$ cat config.mk
export PLATFORM = sky130hd
export DESIGN_NAME = stream_cmul_n_flat
export DESIGN_NICKNAME = d
export VERILOG_FILES = /design/src/rtl/stream_cmul_n_if.sv /design/src/rtl/stream_cmul_n.sv /design/src/flat_wrapper.sv
export SDC_FILE = /design/constraint.sdc
export NUM_CORES = 2
export LEC_CHECK = 0
export CAP_MARGIN = 10
export CORE_AREA = 2 2 352 354
export DETAILED_ROUTE_END_ITERATION = 12
export DIE_AREA = 0 0 354 356
export PLACE_DENSITY = 0.59
export REMOVE_ABC_BUFFERS = 1
export SYNTH_ARGS = -nofsm -noshare
export SYNTH_HDL_FRONTEND = slang
export SYNTH_SLANG_ARGS = --single-unit
$ cat constraint.sdc
create_clock -name clk -period 4.15 [get_ports clk]
set_clock_uncertainty 0.15 [all_clocks]
set_input_delay 0.83 -clock clk [delete_from_list [all_inputs] [get_ports clk]]
set_output_delay 0.83 -clock clk [all_outputs]
set_load 0.005 [all_outputs]
$ cat src/rtl/stream_cmul_n_if.sv
// Stream bundle for stream_cmul_n: NUM_INPUTS input lanes plus one output lane.
interface stream_cmul_n_if #(
    parameter int unsigned NUM_INPUTS = 2,
    parameter int unsigned WIDTH      = 16
);
    logic [NUM_INPUTS*2*WIDTH-1:0] i_tdata;
    logic [NUM_INPUTS-1:0]         i_tlast;
    logic [NUM_INPUTS-1:0]         i_tvalid;
    logic [NUM_INPUTS-1:0]         i_tready;
    logic [2*WIDTH-1:0]            o_tdata;
    logic                          o_tlast;
    logic                          o_tvalid;
    logic                          o_tready;

    // Producer of input beats and consumer of products
    modport master (
        output i_tdata, i_tlast, i_tvalid, o_tready,
        input  i_tready, o_tdata, o_tlast, o_tvalid
    );

    // The multiplier itself
    modport slave (
        input  i_tdata, i_tlast, i_tvalid, o_tready,
        output i_tready, o_tdata, o_tlast, o_tvalid
    );
endinterface

$ cat src/rtl/stream_cmul_n.sv
// Streaming N-way complex multiplier: joins NUM_INPUTS lockstep streams and
// emits ((x0*x1)*x2)*x3 through a cascade of two-cycle multiply stages.
module stream_cmul_n #(
    parameter int unsigned NUM_INPUTS = 2,
    parameter int unsigned WIDTH      = 16
) (
    input  logic                  clk,
    input  logic                  reset_n,
    input  logic                  clear,
    input  logic [NUM_INPUTS-1:0] conj_mask,
    stream_cmul_n_if.slave        bus,
    output logic                  tlast_err,
    output logic [15:0]           err_count
);
    localparam int unsigned Stages = NUM_INPUTS - 1;
    localparam int unsigned Depth  = 2 * Stages;
    localparam int unsigned ProdW  = 2 * WIDTH;
    localparam int unsigned SumW   = 2 * WIDTH + 1;

    localparam logic signed [WIDTH-1:0] MaxVal = {1'b0, {(WIDTH-1){1'b1}}};
    localparam logic signed [WIDTH-1:0] MinVal = {1'b1, {(WIDTH-1){1'b0}}};
    localparam logic signed [SumW-1:0]  RndVal = {{(WIDTH+2){1'b0}}, 1'b1, {(WIDTH-2){1'b0}}};
    localparam logic signed [SumW-1:0]  SatHi  = {{(WIDTH+2){1'b0}}, {(WIDTH-1){1'b1}}};
    localparam logic signed [SumW-1:0]  SatLo  = {{(WIDTH+2){1'b1}}, {(WIDTH-1){1'b0}}};

    // Round half-up, rescale by 2^(WIDTH-1), clamp to the signed WIDTH range
    function automatic logic signed [WIDTH-1:0] rnd_sat(input logic signed [SumW-1:0] v);
        logic signed [SumW-1:0] t;
        t = (v + RndVal) >>> (WIDTH - 1);
        if (t > SatHi) begin
            rnd_sat = MaxVal;
        end else if (t < SatLo) begin
            rnd_sat = MinVal;
        end else begin
            rnd_sat = t[WIDTH-1:0];
        end
    endfunction

    logic                    w_en;
    logic                    w_accept;
    logic                    w_last;
    logic                    w_mismatch;
    logic signed [WIDTH-1:0] w_xi [NUM_INPUTS];
    logic signed [WIDTH-1:0] w_rq [NUM_INPUTS];
    logic signed [WIDTH-1:0] w_xq [NUM_INPUTS];
    logic signed [WIDTH-1:0] w_res_i [Stages];
    logic signed [WIDTH-1:0] w_res_q [Stages];

    logic [Depth-1:0]        r_vld;
    logic [Depth-1:0]        r_last;
    logic                    r_err;
    logic [15:0]             r_cnt;

    // The whole pipeline moves as one; a stalled output freezes every stage
    assign w_en         = ~bus.o_tvalid | bus.o_tready;
    assign w_accept     = reset_n & ~clear & w_en & (&bus.i_tvalid);
    assign bus.i_tready = {NUM_INPUTS{w_accept}};
    assign w_last       = |bus.i_tlast;
    assign w_mismatch   = w_accept & w_last & ~(&bus.i_tlast);

    // Unpack each lane; conjugation negates Q, folding -2^(WIDTH-1) onto the max
    for (genvar k = 0; k < NUM_INPUTS; k++) begin : g_lane
        assign w_xi[k] = bus.i_tdata[k*2*WIDTH+WIDTH +: WIDTH];
        assign w_rq[k] = bus.i_tdata[k*2*WIDTH +: WIDTH];
        assign w_xq[k] = !conj_mask[k] ? w_rq[k] :
                         (w_rq[k] == MinVal) ? MaxVal : -w_rq[k];
    end

    for (genvar s = 0; s < Stages; s++) begin : g_stage
        logic signed [WIDTH-1:0] w_ai, w_aq, w_bi, w_bq;
        logic signed [ProdW-1:0] r_pp_rr, r_pp_ii, r_pp_ri, r_pp_ir;
        logic signed [SumW-1:0]  w_re, w_im;
        logic signed [WIDTH-1:0] r_yi, r_yq;

        if (s == 0) begin : g_first
            assign w_ai = w_xi[0];
            assign w_aq = w_xq[0];
            assign w_bi = w_xi[1];
            assign w_bq = w_xq[1];
        end else begin : g_next
            logic signed [WIDTH-1:0] r_di [2*s];
            logic signed [WIDTH-1:0] r_dq [2*s];

            // Delay later operands so they meet the running product of the same beat
            always_ff @(posedge clk or negedge reset_n) begin
                if (!reset_n) begin
                    for (int i = 0; i < 2*s; i++) begin
                        r_di[i] <= '0;
                        r_dq[i] <= '0;
                    end
                end else if (w_en) begin
                    r_di[0] <= w_xi[s+1];
                    r_dq[0] <= w_xq[s+1];
                    for (int i = 1; i < 2*s; i++) begin
                        r_di[i] <= r_di[i-1];
                        r_dq[i] <= r_dq[i-1];
                    end
                end
            end

            assign w_ai = w_res_i[s-1];
            assign w_aq = w_res_q[s-1];
            assign w_bi = r_di[2*s-1];
            assign w_bq = r_dq[2*s-1];
        end

        assign w_re = SumW'(r_pp_rr) - SumW'(r_pp_ii);
        assign w_im = SumW'(r_pp_ri) + SumW'(r_pp_ir);

        // Cycle 1 registers the partial products, cycle 2 the rounded sums
        always_ff @(posedge clk or negedge reset_n) begin
            if (!reset_n) begin
                r_pp_rr <= '0;
                r_pp_ii <= '0;
                r_pp_ri <= '0;
                r_pp_ir <= '0;
                r_yi    <= '0;
                r_yq    <= '0;
            end else if (w_en) begin
                r_pp_rr <= ProdW'(w_ai) * ProdW'(w_bi);
                r_pp_ii <= ProdW'(w_aq) * ProdW'(w_bq);
                r_pp_ri <= ProdW'(w_ai) * ProdW'(w_bq);
                r_pp_ir <= ProdW'(w_aq) * ProdW'(w_bi);
                r_yi    <= rnd_sat(w_re);
                r_yq    <= rnd_sat(w_im);
            end
        end

        assign w_res_i[s] = r_yi;
        assign w_res_q[s] = r_yq;
    end

    // Valid and last ride alongside the data; clear only empties the valid chain
    always_ff @(posedge clk or negedge reset_n) begin
        if (!reset_n) begin
            r_vld  <= '0;
            r_last <= '0;
        end else if (clear) begin
            r_vld  <= '0;
        end else if (w_en) begin
            r_vld  <= {r_vld[Depth-2:0], w_accept};
            r_last <= {r_last[Depth-2:0], w_last};
        end
    end

    // Sticky mismatch flag and saturating mismatch counter
    always_ff @(posedge clk or negedge reset_n) begin
        if (!reset_n) begin
            r_err <= 1'b0;
            r_cnt <= '0;
        end else if (clear) begin
            r_err <= 1'b0;
            r_cnt <= '0;
        end else if (w_mismatch) begin
            r_err <= 1'b1;
            if (r_cnt != 16'hFFFF) begin
                r_cnt <= r_cnt + 16'd1;
            end
        end
    end

    assign bus.o_tvalid = r_vld[Depth-1];
    assign bus.o_tlast  = r_last[Depth-1];
    assign bus.o_tdata  = {w_res_i[Stages-1], w_res_q[Stages-1]};
    assign tlast_err    = r_err;
    assign err_count    = r_cnt;
endmodule
$ cat src/flat_wrapper.sv
// flat-port wrapper written by rule: the top's interface ports become plain ports
module stream_cmul_n_flat 
#(
    parameter int unsigned NUM_INPUTS = 2,
    parameter int unsigned WIDTH      = 16
)
  (clk, reset_n, clear, conj_mask, tlast_err, err_count, bus_i_tdata, bus_i_tlast, bus_i_tvalid, bus_o_tready, bus_i_tready, bus_o_tdata, bus_o_tlast, bus_o_tvalid);
  stream_cmul_n_if #(.NUM_INPUTS(NUM_INPUTS), .WIDTH(WIDTH)) bus_i ();
  input  logic clk;
  input  logic reset_n;
  input  logic clear;
  input  logic [NUM_INPUTS-1:0] conj_mask;
  output logic tlast_err;
  output logic [15:0] err_count;
  input wire logic [$bits(bus_i.i_tdata)-1:0] bus_i_tdata;
  input wire logic [$bits(bus_i.i_tlast)-1:0] bus_i_tlast;
  input wire logic [$bits(bus_i.i_tvalid)-1:0] bus_i_tvalid;
  input wire logic [$bits(bus_i.o_tready)-1:0] bus_o_tready;
  output wire logic [$bits(bus_i.i_tready)-1:0] bus_i_tready;
  output wire logic [$bits(bus_i.o_tdata)-1:0] bus_o_tdata;
  output wire logic [$bits(bus_i.o_tlast)-1:0] bus_o_tlast;
  output wire logic [$bits(bus_i.o_tvalid)-1:0] bus_o_tvalid;
  assign bus_i.i_tdata = bus_i_tdata;
  assign bus_i.i_tlast = bus_i_tlast;
  assign bus_i.i_tvalid = bus_i_tvalid;
  assign bus_i.o_tready = bus_o_tready;
  assign bus_i_tready = bus_i.i_tready;
  assign bus_o_tdata = bus_i.o_tdata;
  assign bus_o_tlast = bus_i.o_tlast;
  assign bus_o_tvalid = bus_i.o_tvalid;
  stream_cmul_n #(.NUM_INPUTS(NUM_INPUTS), .WIDTH(WIDTH)) u_core (.clk(clk), .reset_n(reset_n), .clear(clear), .conj_mask(conj_mask), .bus(bus_i), .tlast_err(tlast_err), .err_count(err_count));
endmodule
==> qor.txt <==
=================================================================================
Non-filler instance count after layout .............................         8126
Run status ......................................................... complete, but fails checks
Top-level port count ...............................................          127
Yosys top cell area share ..........................................        42.1%
Number of standard-cell rows in the floorplan ......................          129
Fraction of synthesis flops using an asynchronous set or reset pin .         100%
DRC errors left ....................................................            0
Critical path fanouts, max .........................................            3
Setup violation total in the final timing report ...................          131
Number of max-slew violations in the final report ..................            0
Wire length reported by the detailed router ........................    143000 um
Total of max-cap violations ........................................            0
Number of instances in the placed design ...........................         7918
I/O Buffers ........................................................          126
CP top delay family ................................................  adder cells
Diode insertion count for antenna repair ...........................            0
Buffering stage count on the worst path with inverters included ....            7
Netlist area before placement ......................................   0.0499 mm2
Tightest Pin Transition ............................................     0.941 ns
Bufs on Longest Clock Path .........................................            2
Routability Congestion .............................................        0.944
Clock latency at the later pin of the worst-skew pair ..............      0.54 ns
Floorplan die width ................................................       354 um
Slack of the critical path .........................................     -4.48 ns
Clock root buffer ..................................................    clkbuf_16
Stage delay of the slowest cell on the critical path ...............      0.53 ns
Post-route minimum period ..........................................      8.63 ns
Cells after synthesis ..............................................         5547
Vias in the first global route .....................................        43500
CP startpoint kind .................................................   input port
Area of the core ...................................................    0.123 mm2
Path type of the worst setup path ..................................       in2reg
RSZ-0062 raised after global routing ...............................          yes
Initial antenna violation count ....................................            1
Number of clock sinks seen by CTS ..................................          181
Share of synthesized area occupied by flip-flops and latches .......        9.08%
Routed WL per cell .................................................      17.6 um
Num CTS Buffers ....................................................           17
Cell with the most instances after synthesis .......................        inv_1
Yosys top cell by area .............................................         fa_1
Effective utilization at floorplan .................................        40.7%
Tcrit/Tclk final ...................................................         208%
CP Data Required Time ..............................................      4.40 ns
Max stage delay cell, worst path ...................................         fa_2
Clock transition at the registers of the reported paths ............      0.08 ns
Estimated wirelength of the detail-placed design ...................    117000 um
Routed vias/inst ...................................................         4.99
DRC violation total after the first TritonRoute iteration ..........         2211
Number of enable-type register cells in the synthesized netlist ....            0
Wire length of the first global-routing pass .......................    233000 um
Worst-case headroom to the max-slew limit ..........................        37.3%
Achievable clock frequency .........................................      116 MHz
Total number of yosys warnings .....................................            0
Post-synth top flop ................................................      dfrtp_1
Number of H-tree levels ............................................            4
TritonCTS clock tree ...............................................         done
Endpoints failing hold .............................................            0
Remaining antenna violation count after routing ....................            0
Number of storage elements in the synthesis netlist ................          181
Pin count of the biggest net entering global routing ...............           75
Area of the die ....................................................    0.126 mm2
Setup TNS after final layout .......................................   -349.46 ns
Area growth syn-to-layout ..........................................        29.4%
Average footprint of a synthesized cell ............................     8.99 um2
Most repeated library cell on the critical path ....................        or3_4
Number of distinct library cells after synthesis ...................           74
Die extent in y ....................................................       356 um
Worst min-delay path category ......................................      reg2reg
Violated checks .................................................... setup timing
Total track usage ..................................................        23.4%
Length of the first detailed-routing pass in iterations ............            7
Share of layout cells above drive strength 1 .......................        24.2%
Arr. time, crit path ...............................................      8.88 ns
Most area-consuming cells after synthesis .......................... fa_1 42%, ha_1 11%, inv_1 9.2%, dfrtp_1 9.1%, nand2_1 5.5%
Final #Nets ........................................................         8051
Most common library cells after synthesis .......................... 1219 x inv_1, 1048 x fa_1, 733 x nand2_1
Critical path capture point type ...................................    flip-flop
Routed via count ...................................................        40600
Remaining global-route overflow ....................................            0
Worst hold slack across all endpoints ..............................     0.328 ns
=================================================================================
==> path summary, 6_finish.rpt <==
check | from | endpoint | slack [ns] | depth (start not counted)
min in group asynchronous | reset_n | u_core.g_stage[0].r_pp_ri[5] | 0.55 | 2
worst min register to register | u_core.g_stage[0].r_pp_ri[1] | u_core.g_stage[0].r_pp_ri[1] | 0.33 | 2
worst max register to register | u_core.g_stage[0].r_pp_ir[6] | u_core.g_stage[0].r_yq[2] | -0.38 | 12
worst min-delay path | u_core.g_stage[0].r_pp_ri[1] | u_core.g_stage[0].r_pp_ri[1] | 0.33 | 2
max in group asynchronous | reset_n | u_core.g_stage[0].r_pp_rr[31] | 1.52 | 4
worst max-delay path | bus_i_tdata[32] | u_core.g_stage[0].r_pp_ri[31] | -4.48 | 34
==> what timing repair did <==
action | 4_1_cts | 5_1_grt
buffers inserted | 153 | 62
gates cloned | 3 | 0
setup endpoints to repair | 131 | 133
hold endpoints to repair | 7 | 0
resized for setup | 579 | 216
pin swaps | 342 | 244
hold buffers | 1 | 0
==> state kept, by name, summed over array words and instances, names as in the netlist <==
| register | count |
|---|---|
| u_core.g_stage.r_yq | 16 |
| u_core.r_last | 2 |
| u_core.r_vld | 2 |
| u_core.err_count | 16 |
| u_core.g_stage.r_pp_ii | 32 |
| u_core.g_stage.r_pp_rr | 32 |
| u_core.g_stage.r_pp_ir | 32 |
| u_core.tlast_err | 1 |
| u_core.g_stage.r_pp_ri | 32 |
| u_core.g_stage.r_yi | 16 |
==> final cells by class <==
type / instances / area (um2)
timing repair buffer: 1136 / 10300
multi-input combinational: 3920 / 42500
clock inverter: 15 / 185
inverter: 1220 / 4590
sequential: 181 / 4530
tap: 1637 / 2050
clock buffer: 17 / 425
fill: 11200 / 58100
==> per-stage QoR <==
stage                     setup slack [ns]  cell area (um2)  util [%]
after floorplan                      -5.91            49000         -
after global placement               -5.42            59500      48.5
after detailed placement             -5.46            59500      48.5
after CTS                            -4.50            63400      51.7
after global routing                 -4.74            64500      52.6
final                                -4.48            64500      52.6
==> layer usage <==
metal	global-route usage (%)	part of all wire [%]	up-vias
li1	-	-	18700
met1	31.5	43	20700
met2	39.6	49	976
met3	3.18	5.3	180
met4	6.58	2.8	2
met5	0	0.0049	-
==> cells in the final DEF, fill, tap and decap left out, types with 96 or more instances in the layout <==
master | netlist | routed
a21oi_1 | 184 | 120
and2_1 | 340 | 325
buf_4 | 2 | 827
buf_6 | 2 | 98
clkdlybuf4s50_1 | 0 | 96
dfrtp_1 | 181 | 181
fa_1 | 1048 | 1011
ha_1 | 453 | 405
inv_1 | 1219 | 1163
nand2_1 | 733 | 696
nor2_1 | 261 | 238
==> cell families after synthesis <==
logic type	synth area share, %
AOI/OAI and AO/OA	8.39
xor gates and xnor gates	3.16
adders and majority gates	53.4
buffers and inverters	11.0
DFF	9.08
muxes	0.171
and+or+nand+nor	14.8
==> worst register-to-register path, cell delays in order (launching register included) <==
cell and delay [ns]:
dfrtp_1 0.44, ha_1 0.32, ha_1 0.29, a21o_1 0.17, a221o_1 0.31, a32oi_1 0.43
and4_1 0.44, nor4_1 0.11, a2111oi_2 0.41, o21ai_0 0.27, xor2_1 0.23, a21oi_1 0.58
o311ai_0 0.24
Power is not shown: default switching activity piles up to over one toggle a cycle in this logic, so the estimate is an artifact.
